$ cat config.mk
export PLATFORM = sky130hd
export DESIGN_NAME = clb_config_ctrl_flat
export DESIGN_NICKNAME = d
export VERILOG_FILES = /design/src/rtl/clb_config_ctrl_if.sv /design/src/rtl/clb_config_ctrl.sv /design/src/flat_wrapper.sv
export SDC_FILE = /design/constraint.sdc
export NUM_CORES = 1
export LEC_CHECK = 0
export BUFFER_PORTS_ARGS = -buffer_cell sky130_fd_sc_hd__buf_2
export CORE_ASPECT_RATIO = 0.9
export CORE_MARGIN = 2
export CORE_UTILIZATION = 33
export DETAILED_ROUTE_END_ITERATION = 8
export SETUP_SLACK_MARGIN = 0.5
export SKIP_LAST_GASP = 1
export SYNTH_ARGS = -nofsm -noshare
export SYNTH_HDL_FRONTEND = slang
export SYNTH_SLANG_ARGS = --single-unit
export TNS_END_PERCENT = 10
$ cat constraint.sdc
create_clock -name prog_clk -period 2.5 [get_ports prog_clk]
set_clock_uncertainty 0.2 [all_clocks]
set_input_delay 0.25 -clock prog_clk [delete_from_list [all_inputs] [get_ports prog_clk]]
set_output_delay 0.25 -clock prog_clk [all_outputs]
set_load 0.005 [all_outputs]
$ cat src/rtl/clb_config_ctrl_if.sv
// Bitstream load and readback stream bundle between a host and clb_config_ctrl.
// The slave modport is the controller side; the master modport is the host side.
interface clb_config_ctrl_if #(
  parameter int WORD_W = 8
) ();
  logic [WORD_W-1:0] cfg_data;
  logic              cfg_valid;
  logic              cfg_ready;
  logic [WORD_W-1:0] rb_data;
  logic              rb_valid;
  logic              rb_ready;

  modport master (
    output cfg_data, cfg_valid, rb_ready,
    input  cfg_ready, rb_data, rb_valid
  );

  modport slave (
    input  cfg_data, cfg_valid, rb_ready,
    output cfg_ready, rb_data, rb_valid
  );
endinterface

$ cat src/rtl/clb_config_ctrl.sv
// Configuration controller for a daisy-chain of CLB programming shift registers.
// LOAD serializes stream words LSB-first onto the chain; READBACK rotates the chain once and emits it as words.
module clb_config_ctrl #(
  parameter int NUM_CLB      = 4,
  parameter int BITS_PER_CLB = 17,
  parameter int WORD_W       = 8
) (
  input  logic             prog_clk,
  input  logic             prog_rst,
  input  logic             start_load,
  input  logic             start_readback,
  clb_config_ctrl_if.slave bus,
  input  logic             chain_out,
  output logic             prog_in_o,
  output logic             prog_en_o,
  output logic             busy,
  output logic             done
);
  localparam int CHAIN_LEN = NUM_CLB * BITS_PER_CLB;
  localparam int NUM_WORDS = (CHAIN_LEN + WORD_W - 1) / WORD_W;
  localparam int LAST_BITS = CHAIN_LEN - (NUM_WORDS - 1) * WORD_W;
  localparam int BIT_W     = $clog2(CHAIN_LEN + 1);
  localparam int BUF_W     = $clog2(WORD_W + 1);
  localparam int WRD_W     = $clog2(NUM_WORDS + 1);
  localparam int RBC_W     = $clog2(WORD_W + 1);

  localparam logic [BIT_W-1:0] BIT_LAST   = BIT_W'(CHAIN_LEN - 1);
  localparam logic [BIT_W-1:0] BIT_FULL   = BIT_W'(CHAIN_LEN);
  localparam logic [BUF_W-1:0] BUF_WORD   = BUF_W'(WORD_W);
  localparam logic [BUF_W-1:0] BUF_LAST   = BUF_W'(LAST_BITS);
  localparam logic [WRD_W-1:0] WRD_ALL    = WRD_W'(NUM_WORDS);
  localparam logic [WRD_W-1:0] WRD_LAST   = WRD_W'(NUM_WORDS - 1);
  localparam logic [RBC_W-1:0] RB_WORD_M1 = RBC_W'(WORD_W - 1);

  typedef enum logic [1:0] {IDLE, LOAD, READBACK} state_e;

  state_e            state_q, state_d;
  logic [WORD_W-1:0] buf_q, buf_d;
  logic [BUF_W-1:0]  buf_cnt_q, buf_cnt_d;
  logic [WRD_W-1:0]  words_q, words_d;
  logic [BIT_W-1:0]  bit_cnt_q, bit_cnt_d;
  logic [WORD_W-1:0] rb_sr_q, rb_sr_d;
  logic [RBC_W-1:0]  rb_cnt_q, rb_cnt_d;
  logic [WORD_W-1:0] rb_data_q, rb_data_d;
  logic              rb_valid_q, rb_valid_d;
  logic              done_q, done_d;
  logic              cfg_ready;

  always_ff @(posedge prog_clk) begin
    if (prog_rst) begin
      state_q    <= IDLE;
      buf_q      <= '0;
      buf_cnt_q  <= '0;
      words_q    <= '0;
      bit_cnt_q  <= '0;
      rb_sr_q    <= '0;
      rb_cnt_q   <= '0;
      rb_data_q  <= '0;
      rb_valid_q <= 1'b0;
      done_q     <= 1'b0;
    end else begin
      state_q    <= state_d;
      buf_q      <= buf_d;
      buf_cnt_q  <= buf_cnt_d;
      words_q    <= words_d;
      bit_cnt_q  <= bit_cnt_d;
      rb_sr_q    <= rb_sr_d;
      rb_cnt_q   <= rb_cnt_d;
      rb_data_q  <= rb_data_d;
      rb_valid_q <= rb_valid_d;
      done_q     <= done_d;
    end
  end

  always_comb begin
    state_d    = state_q;
    buf_d      = buf_q;
    buf_cnt_d  = buf_cnt_q;
    words_d    = words_q;
    bit_cnt_d  = bit_cnt_q;
    rb_sr_d    = rb_sr_q;
    rb_cnt_d   = rb_cnt_q;
    rb_data_d  = rb_data_q;
    rb_valid_d = rb_valid_q;
    done_d     = 1'b0;
    cfg_ready  = 1'b0;
    prog_en_o  = 1'b0;
    prog_in_o  = 1'b0;

    unique case (state_q)
      IDLE: begin
        if (start_load || start_readback) begin
          state_d    = start_load ? LOAD : READBACK;
          buf_cnt_d  = '0;
          words_d    = '0;
          bit_cnt_d  = '0;
          rb_sr_d    = '0;
          rb_cnt_d   = '0;
          rb_valid_d = 1'b0;
        end
      end

      // Accept and shift never overlap: a new word is only taken once the buffer has drained.
      LOAD: begin
        cfg_ready = (buf_cnt_q == '0) && (words_q < WRD_ALL);
        if (buf_cnt_q != '0) begin
          prog_en_o = 1'b1;
          prog_in_o = buf_q[0];
          buf_d     = buf_q >> 1;
          buf_cnt_d = buf_cnt_q - 1'b1;
          bit_cnt_d = bit_cnt_q + 1'b1;
          if (bit_cnt_q == BIT_LAST) begin
            state_d = IDLE;
            done_d  = 1'b1;
          end
        end else if (bus.cfg_valid && cfg_ready) begin
          buf_d     = bus.cfg_data;
          buf_cnt_d = (words_q == WRD_LAST) ? BUF_LAST : BUF_WORD;
          words_d   = words_q + 1'b1;
        end
      end

      // The chain is fed its own output, so one full pass restores the configuration.
      READBACK: begin
        prog_in_o = chain_out;
        prog_en_o = !rb_valid_q;
        if (rb_valid_q) begin
          if (bus.rb_ready) begin
            rb_valid_d = 1'b0;
            if (bit_cnt_q == BIT_FULL) begin
              state_d = IDLE;
              done_d  = 1'b1;
            end
          end
        end else begin
          rb_sr_d   = rb_sr_q | (WORD_W'(chain_out) << rb_cnt_q);
          rb_cnt_d  = rb_cnt_q + 1'b1;
          bit_cnt_d = bit_cnt_q + 1'b1;
          if ((rb_cnt_q == RB_WORD_M1) || (bit_cnt_q == BIT_LAST)) begin
            rb_data_d  = rb_sr_d;
            rb_valid_d = 1'b1;
            rb_sr_d    = '0;
            rb_cnt_d   = '0;
          end
        end
      end

      default: state_d = IDLE;
    endcase
  end

  assign bus.cfg_ready = cfg_ready;
  assign bus.rb_data   = rb_data_q;
  assign bus.rb_valid  = rb_valid_q;
  assign busy          = (state_q != IDLE);
  assign done          = done_q;
endmodule

$ cat src/flat_wrapper.sv
// flat-port wrapper written by rule: the top's interface ports become plain ports
module clb_config_ctrl_flat 
#(
  parameter int NUM_CLB      = 4,
  parameter int BITS_PER_CLB = 17,
  parameter int WORD_W       = 8
)
  (prog_clk, prog_rst, start_load, start_readback, chain_out, prog_in_o, prog_en_o, busy, done, bus_cfg_data, bus_cfg_valid, bus_rb_ready, bus_cfg_ready, bus_rb_data, bus_rb_valid);
  clb_config_ctrl_if #(.WORD_W(WORD_W)) bus_i ();
  input  logic prog_clk;
  input  logic prog_rst;
  input  logic start_load;
  input  logic start_readback;
  input  logic chain_out;
  output logic prog_in_o;
  output logic prog_en_o;
  output logic busy;
  output logic done;
  input wire logic [$bits(bus_i.cfg_data)-1:0] bus_cfg_data;
  input wire logic [$bits(bus_i.cfg_valid)-1:0] bus_cfg_valid;
  input wire logic [$bits(bus_i.rb_ready)-1:0] bus_rb_ready;
  output wire logic [$bits(bus_i.cfg_ready)-1:0] bus_cfg_ready;
  output wire logic [$bits(bus_i.rb_data)-1:0] bus_rb_data;
  output wire logic [$bits(bus_i.rb_valid)-1:0] bus_rb_valid;
  assign bus_i.cfg_data = bus_cfg_data;
  assign bus_i.cfg_valid = bus_cfg_valid;
  assign bus_i.rb_ready = bus_rb_ready;
  assign bus_cfg_ready = bus_i.cfg_ready;
  assign bus_rb_data = bus_i.rb_data;
  assign bus_rb_valid = bus_i.rb_valid;
  clb_config_ctrl #(.NUM_CLB(NUM_CLB), .BITS_PER_CLB(BITS_PER_CLB), .WORD_W(WORD_W)) u_core (.prog_clk(prog_clk), .prog_rst(prog_rst), .start_load(start_load), .start_readback(start_readback), .bus(bus_i), .chain_out(chain_out), .prog_in_o(prog_in_o), .prog_en_o(prog_en_o), .busy(busy), .done(done));
endmodule
==> results of run 1 <==
critical path, cell delays in order, from the launching register on:
cell and delay, ns:
dfxtp_2 0.33, inv_2 0.08, ha_4 0.13, or3b_4 0.40, a32oi_1 0.18, nor2b_1 0.08, buf_2 0.13
metal layers:
layer / wire length (um) / GRT usage / share of wire
met1: 2490 / 0.181 / 0.47
met2: 2480 / 0.216 / 0.47
met3: 194 / 0.0298 / 0.037
met4: 119 / 0.0535 / 0.023
met5: 0 / 0 / 0
report_power, final:
group / leakage (nW) / total [mW] / switching [mW] / internal (mW)
Sequential: 0.382 / 0.838 / 0.0432 / 0.795
Combinational: 0.651 / 0.599 / 0.339 / 0.260
Clock: 0.0612 / 0.582 / 0.258 / 0.324
Total: 1.09 / 2.02 / 0.641 / 1.38
stage by stage:
step                std cells   util  hold slack, ns
global placement          402  0.373           0.249
finish                    419  0.411         0.00869
global route              419  0.411         0.00782
detailed placement        402  0.373           0.256
CTS                       418  0.406         0.00183
floorplan                 287      -           0.153
cell type report:
type,instances,area (um2)
flip-flops and latches,47,947
fillers,733,4110
clock buffers,6,82.6
well taps,93,116
clock inverters,2,35.0
repair buffers,43,272
multi-input cells,216,1360
inverters,12,45.0
sequential cells by signal, summed over array words and instances, names as in the netlist:
| register | cells |
|---|---|
| u_core.buf_q | 8 |
| u_core.bus.rb_data | 8 |
| u_core.rb_sr_q | 8 |
| u_core.bit_cnt_q | 7 |
| u_core.buf_cnt_q | 4 |
| u_core.rb_cnt_q | 4 |
| u_core.words_q | 4 |
| u_core.state_q | 2 |
| u_core.bus.rb_valid | 1 |
| u_core.done | 1 |
repair_timing:
item,in CTS,in global routing
pin swaps,3,1
resized for setup,17,5
setup endpoints to repair,41,46
buffers inserted,7,1
hold buffers,1,0
cloned,0,0
endpoints found under the hold margin,1,0
cell usage in the layout (no fill, tap or decap), types with 3 or more instances in the layout:
cell type	n
nor2_1	47
dfxtp_1	42
a21oi_1	33
buf_2	28
nand2_1	24
buf_4	12
nor3_1	11
inv_1	10
a211oi_1	9
ha_1	8
a311oi_1	7
nor2b_1	6
a21o_1	6
clkbuf_8	6
o21ai_0	5
nand4_1	5
nand3_1	5
dfxtp_2	5
nand2b_1	4
nand3b_1	3
final timing paths:
path	to	slack, ns	cells past startpoint
worst max-delay path	prog_in_o	0.41	6
worst min-delay path	u_core.buf_q[3]	0.009	3
worst max register to register	u_core.state_q[0]	0.48	8
worst min register to register	u_core.rb_sr_q[1]	0.27	2
cells by family after synthesis:
kind of cell             count (synthesis)  synth area share
AND/OR/NAND/NOR                        125             0.272
AO/OA/AOI/OAI                           74             0.201
flip-flops                              47             0.402
buffers and inverters                   24            0.0412
adder cells (fa/ha/maj)                 11            0.0588
XOR/XNOR                                 4            0.0150
multiplexers                             2            0.0107
==> flow_results.org, run 1 <==
** Synthesis
- In this run the cell area of the synthesized design comes to 2340 um2.
- Most used flip-flop cell after synthesis :: dfxtp_1
- Flip-flop and latch count after synthesis :: 47
- After synthesis, the netlist uses 47 different library cells.
- Fraction of synthesis flops using an asynchronous set or reset pin :: 0
- For this run, the number of Yosys warnings is 0.
- Top-area cell type share of the netlist area :: 0.402
- Synthesized instance count :: 287
- Net count after synthesis :: between 300 and 400
- By area the synthesized netlist is led by dfxtp_1, nor2_1, a21oi_1, ha_1, nand2_1.
- List of most frequent post-synthesis cells :: dfxtp_1, nor2_1, a21oi_1
- Number of synthesized flops with an enable pin :: 0
- For this run, the register share of the synthesized area comes to 0.402.
- Of all cell types, the one taking the most synthesized area is dfxtp_1.
- In this run the mean area of a mapped cell was ~8.2 um2.

** Route
- Detailed-route wire length :: 5280 um
- Post-detailed-route count of antenna-violating nets :: 0
- First-pass iteration count of the detailed router :: 4
- Vias :: 2091
- Via density per instance :: 4.99
- Detail-routed net length per standard cell :: 12.6 um
- The first routing iteration left 107 violations.
- DRC violations left :: 0

** Floorplan
- Ports :: 29
- Area of the die :: 7780 um2
- Row generation in the floorplan step produced 29 rows.
- Die height :: 83.9 um
- The floorplan step defined a core boundary enclosing about 7000 um2.
- For this configuration, the core starts out at a cell density of 0.336.
- Width of the chip :: between 90 and 100 um

** Timing
- Dividing the final minimum period by the clock period gives 0.835.
- Worst slew slack as a fraction of its limit :: 0.684
- Setup repair after global routing could not meet its margin everywhere.
- At the pin with the least slew margin, the transition time is approximately 0.47 ns.
- Setup Total Neg Slack :: 0 ns
- The count of final hold-check violations was 0.
- Based on the critical path, the design can be clocked at up to 479 MHz.
- Setup violations remaining at the end of the flow were counted as 0.
- Smallest setup slack after layout :: 0.413 ns
- Post-route minimum period :: ~2.1 ns
- The number of slew-limit violations in the final report came to 0.

** Setup path
- RR Startpoint :: u_core.buf_cnt_q[1]
- The worst setup path is captured at an output pin.
- STA puts the critical path data required time at approximately 2 ns.
- Data arrival, critical path :: 1.64 ns
- Largest fanout on the critical path :: 4
- Class of the most critical setup path :: reg2out
- CP Launch Point :: u_core.buf_cnt_q[1]
- The worst setup path is launched from a flop.

** Final layout
- In the final layout, the share of cells above drive strength 1 is 0.236.
- 0 antenna diodes ended up in the layout.
- Post-Layout Inst Area :: 2860 um2
- In the final design database the tool counted 351 nets.
- Signed area change from the synthesized netlist to the final layout :: 22.2%

** Place
- Post-placement setup slack :: between 0.2 and 0.3 ns
- Once detailed placement completed, the half-perimeter wirelength came to 3800 um.
- Port Buffers :: 28
- The congestion estimate from routability-driven global placement came to 0.799.
- After detailed placement, the total cell area comes to 2600 um2.

** Clocking
- Cell chosen for the clock root :: clkbuf_8
- CTS built an H-tree with a depth of 2.
- In this run the deepest clock path goes through 2 buffers.
- Clock-pin slew on the worst setup and hold paths :: approximately 0.090 ns
- TritonCTS clock tree :: yes
- Clock buffer count from CTS :: 5
- Sinks on the clock net :: 47
- For the worst-skew pair, the clock arrives at the later sink with an insertion delay of 0.30 ns.

** GRT
- Vias in the first global route :: approximately 1900
- In the global route stage, overall resource usage came out at 0.137.
- The initial antenna violation count was 0.
- Entering global routing, the biggest net connects 20 pins.
- GRT overflow :: 0
- First-pass GRT wire length :: 8690 um

** Run
- Across the run, the number of max-cap violations was 0.

** Pwr
- Summed over all cells, the static leakage comes to 1.09 nW.
- The design draws 2.02 mW.
- Power Dens Cells :: 706 nW/um2
- Peak supply drop :: 0.260 mV

** Outcome
- Run status :: complete, no violations

** Hold path
- Worst Min Path Start :: bus_cfg_data[3]
- Tightest Hold Check Type :: in2reg
Note: power is estimated with default switching activity, not from simulation.
==> run 2, diff against run 1 <==
- ABC_AREA: default -> 1
- clock period: 2.5 -> 2.14 ns (I/O delays scaled with it)
==> flow_results.org, run 2 <==
** Timing
- Fin. Hold Viols :: 0 (unchanged)
- Setup repair after global routing could not meet its margin everywhere.
- After layout, the minimum clock period comes to 1.81 ns.
- Dividing the final minimum period by the clock period gives 0.844.
- Worst slew slack as a fraction of its limit :: 0.810 (+0.126)
- Max Clk Rate :: 554 MHz
- Count of final max-slew check failures :: 0 (unchanged)
- Setup-violating endpoint count in the final report :: 0 (unchanged)
- Setup Total Neg Slack :: 0 ns (unchanged)
- Tightest Pin Transition :: 0.285 ns (-0.188 ns)

** Route
- The via count of the routed design came to 2437 (+17%).
- The number of iterations in the first detailed-routing pass was 4 (unchanged).
- The antenna violation net count after detailed routing was 0 (unchanged).
- First DRT Iteration DRCs :: 121 (+13%)
- Via density per instance :: 4.61 (-7.7%)
- The total wire length after detailed routing was 6000 um (+14%).
- The routed wirelength normalized by instance count was 11.3 um (-10%).
- The post-route DRC violation count was 0 (unchanged).

** GRT
- GRT overflow :: 0 (unchanged)
- Initial antenna violation count :: 0 (unchanged)
- The maximum number of pins on one net before global-route repair was 22 (+10%).
- First-pass GRT wire length :: 10300 um (+19%)
- Vias in the first global route :: 2371 (+28%)
- Total GRT Usage :: 0.143 (+0.00663)

** Setup path
- CP bufs+invs :: 3 (+1)
- Instance count on the critical path :: 7 (+1)
- Crit path capture type :: output pin
- Critical-path cell list :: buf_6, ha_4, nand2_4, inv_4, nor2_2, nor2_4, buf_2
- Required time at the worst-slack endpoint :: 1.73 ns (-0.32 ns)
- Class of the most critical setup path :: reg2out
- Critical path capture point :: prog_en_o
- Reg2reg path depth :: 10 (+2)
- Largest fanout on the critical path :: 3 (-1)
- The slack of the worst reg-to-reg path is 0.42 ns (-0.06 ns).
- CP Launch Point :: u_core.state_q[0]
- The endpoint identified for the worst register-to-register timing path is u_core.rb_cnt_q[1].
- Data arrival, critical path :: 1.39 ns (-0.25 ns)
- Startpoint type of the worst setup path :: flop
- RR Startpoint :: u_core.state_q[1]
- Critical path's slowest cell :: dfxtp_4
- The delay contributed by the slowest stage of the critical path is 0.37 ns (-0.03 ns).
- The kind of cell with the highest combined delay along the critical path is flip-flops.

** Outcome
- The run finished with clean final reports.

** Final layout
- The net count reported at finish was 458 (+30%).
- ANT cells :: 0 (unchanged)
- The library cells used most frequently in the layout, excluding fill and tap cells, are nand2_1, nor2_1, dfxtp_1, inv_1, nand3_1.
- Fraction of layout cells with a size suffix above 1 :: 0.270 (+0.0340)
- The area growth from synthesis to layout is 24.5%.
- The count of filler cells inserted in the layout is 763 (+4.1%).
- The library cell used most frequently in the layout, excluding fill and tap cells, is nand2_1.

** Synthesis
- Top-area cell type share of the netlist area :: 0.358 (-0.0437)
- Count of synthesis-stage warnings from yosys :: 0 (unchanged)
- Most common cell in the synthesized netlist :: nand2_1
- Yosys attributes the largest share of cell area to dfxtp_1, nand2_1, nor2_1, inv_1, nand3_1.
- The fraction of registers with async set/reset is 0 (unchanged).
- Post-Syn Area per Cell :: 6.75 um2 (-17%)
- The area of the mapped netlist came to 2630 um2 (+12%).
- Cell taking the most area after synthesis :: dfxtp_1
- Number of synthesized flops with an enable pin :: 0 (unchanged)
- List of most frequent post-synthesis cells :: nand2_1, nor2_1, dfxtp_1
- The post-synthesis cell type count was 30 (-36%).
- Among all flip-flop cells after synthesis, the most frequent one is dfxtp_1.
- Flip-flop and latch count after synthesis :: 47 (unchanged)
- The share of the yosys chip area belonging to registers came to 0.358 (-0.0437).
- Net count after synthesis :: 415 (+33%)
- The gate count after technology mapping was 389 (+36%).

** Floorplan
- The site row count came to 30 (+3.4%).
- The width of the die is 98.0 um (+5.7%).
- The y dimension of the die came to 88.6 um (+5.6%).
- Effective utilization at floorplan :: 0.345 (+0.00864)
- Floorplan Core Area :: 7620 um2 (+9.4%)
- The die outline area was 8690 um2 (+12%).
- The number of placed I/O pins is 29 (unchanged).

** Pwr
- The ratio of total power to cell area is 1070 nW/um2 (+51%).
- The sum of internal, switching and leakage power is 3.49 mW (+73%).
- The maximum vdd ir drop came to 0.311 mV (+20%).
- Leakage power summed over all cells :: 1.47 nW (+34%)

** Clocking
- The clock buffer count from CTS was 5 (unchanged).
- Cell chosen for the clock root :: clkbuf_8
- TritonCTS clock tree :: yes
- The largest buffer count on any clock path came to 2 (unchanged).
- Clock-pin slew on the worst setup and hold paths :: 0.09 ns (about the same)
- Worst-Skew Late Latency :: 0.30 ns (about the same)
- Sinks on the clock net :: 47 (unchanged)
- Number of levels in the clock H-tree :: 2 (unchanged)

** Place
- The final weighted congestion in routability-driven placement came to 0.799 (about the same).
- The HPWL reported at the end of detailed placement is 4140 um (+9.1%).
- Port Buffers :: 28 (unchanged)

** Run
- Number of maximum-capacitance violations :: 0 (unchanged)

** Hold path
- Tightest Hold Check Type :: in2reg
## run 2: cell families (layout without fill, tap and decap cells)
| logic type | after synthesis | after routing | share of synthesized area |
|---|---|---|---|
| compound gates | 51 | 53 | 0.111 |
| fa+ha+maj | 11 | 11 | 0.0524 |
| flops | 47 | 47 | 0.358 |
| buf+inv | 53 | 94 | 0.0910 |
| simple gates | 224 | 225 | 0.378 |
| xor+xnor | 3 | 3 | 0.0100 |
## run 2: per-stage QoR
stage / cells / hold WS (ns) / setup slack (ns) / instance area (um2) / util
final: 529 / 0.0159 / 0.334 / 3270 / 0.429
after global routing: 529 / 0.0328 / 0.278 / 3270 / 0.429
after CTS: 525 / 0.0101 / 0.326 / 3130 / 0.411
after detailed placement: 507 / 0.262 / 0.232 / 2840 / 0.373
after global placement: 507 / 0.259 / 0.308 / 2840 / 0.373
after floorplan: 389 / 0.174 / 0.473 / 2630 / -
## run 2: tightest hold or removal path, stage by stage
cell	delay [ns]
buf_2	0.07
nand2_1	0.04
nand2_1	0.05
nor2_1	0.04
nor2_1	0.08
## run 2: worst min path at each step
stage	start	end	slack [ns]	cells past startpoint
3_3_place_gp	u_core.buf_q[7]	u_core.buf_q[7]	0.26	2
6_report	bus_cfg_data[4]	u_core.buf_q[4]	0.02	5
2_1_floorplan	bus_cfg_data[7]	u_core.buf_q[7]	0.17	2
5_1_grt	prog_rst	u_core.words_q[0]	0.03	2
4_1_cts	bus_cfg_data[4]	u_core.buf_q[4]	0.01	5
3_5_place_dp	u_core.bus.rb_data[2]	u_core.bus.rb_data[2]	0.26	2
## run 2: where the power goes
part / leakage, nW / switching (mW) / internal (mW)
sequential: 0.386 / 0.124 / 1.03
combinational: 1.03 / 1.05 / 0.612
clock: 0.0587 / 0.326 / 0.354
## run 2: repair_timing
item	4_1_cts	5_1_grt
cloned	0	3
setup endpoints to repair	49	50
hold buffers	1	0
endpoints found under the hold margin	1	0
resized for setup	29	29
pin swaps	6	14
setup buffers	9	1
## run 2: routing by layer
metal / routed length (um) / up-vias / global-route usage
li1: - / 1313 / -
met1: 2850 / 1064 / 0.174
met2: 2770 / 47 / 0.254
met3: 260 / 13 / 0.0300
met4: 127 / 0 / 0.0530
met5: 0 / - / 0
## run 2: cell type report
type	instances	area [um2]	share of cell area
Clock inverter	3	47.5	0.0145
Sequential cell	47	962	0.294
Tap cell	96	120	0.0367
Inverter	44	180	0.0551
Timing Repair Buffer	42	259	0.0792
Multi-Input combinational cell	292	1630	0.499
Clock buffer	5	68.8	0.0210
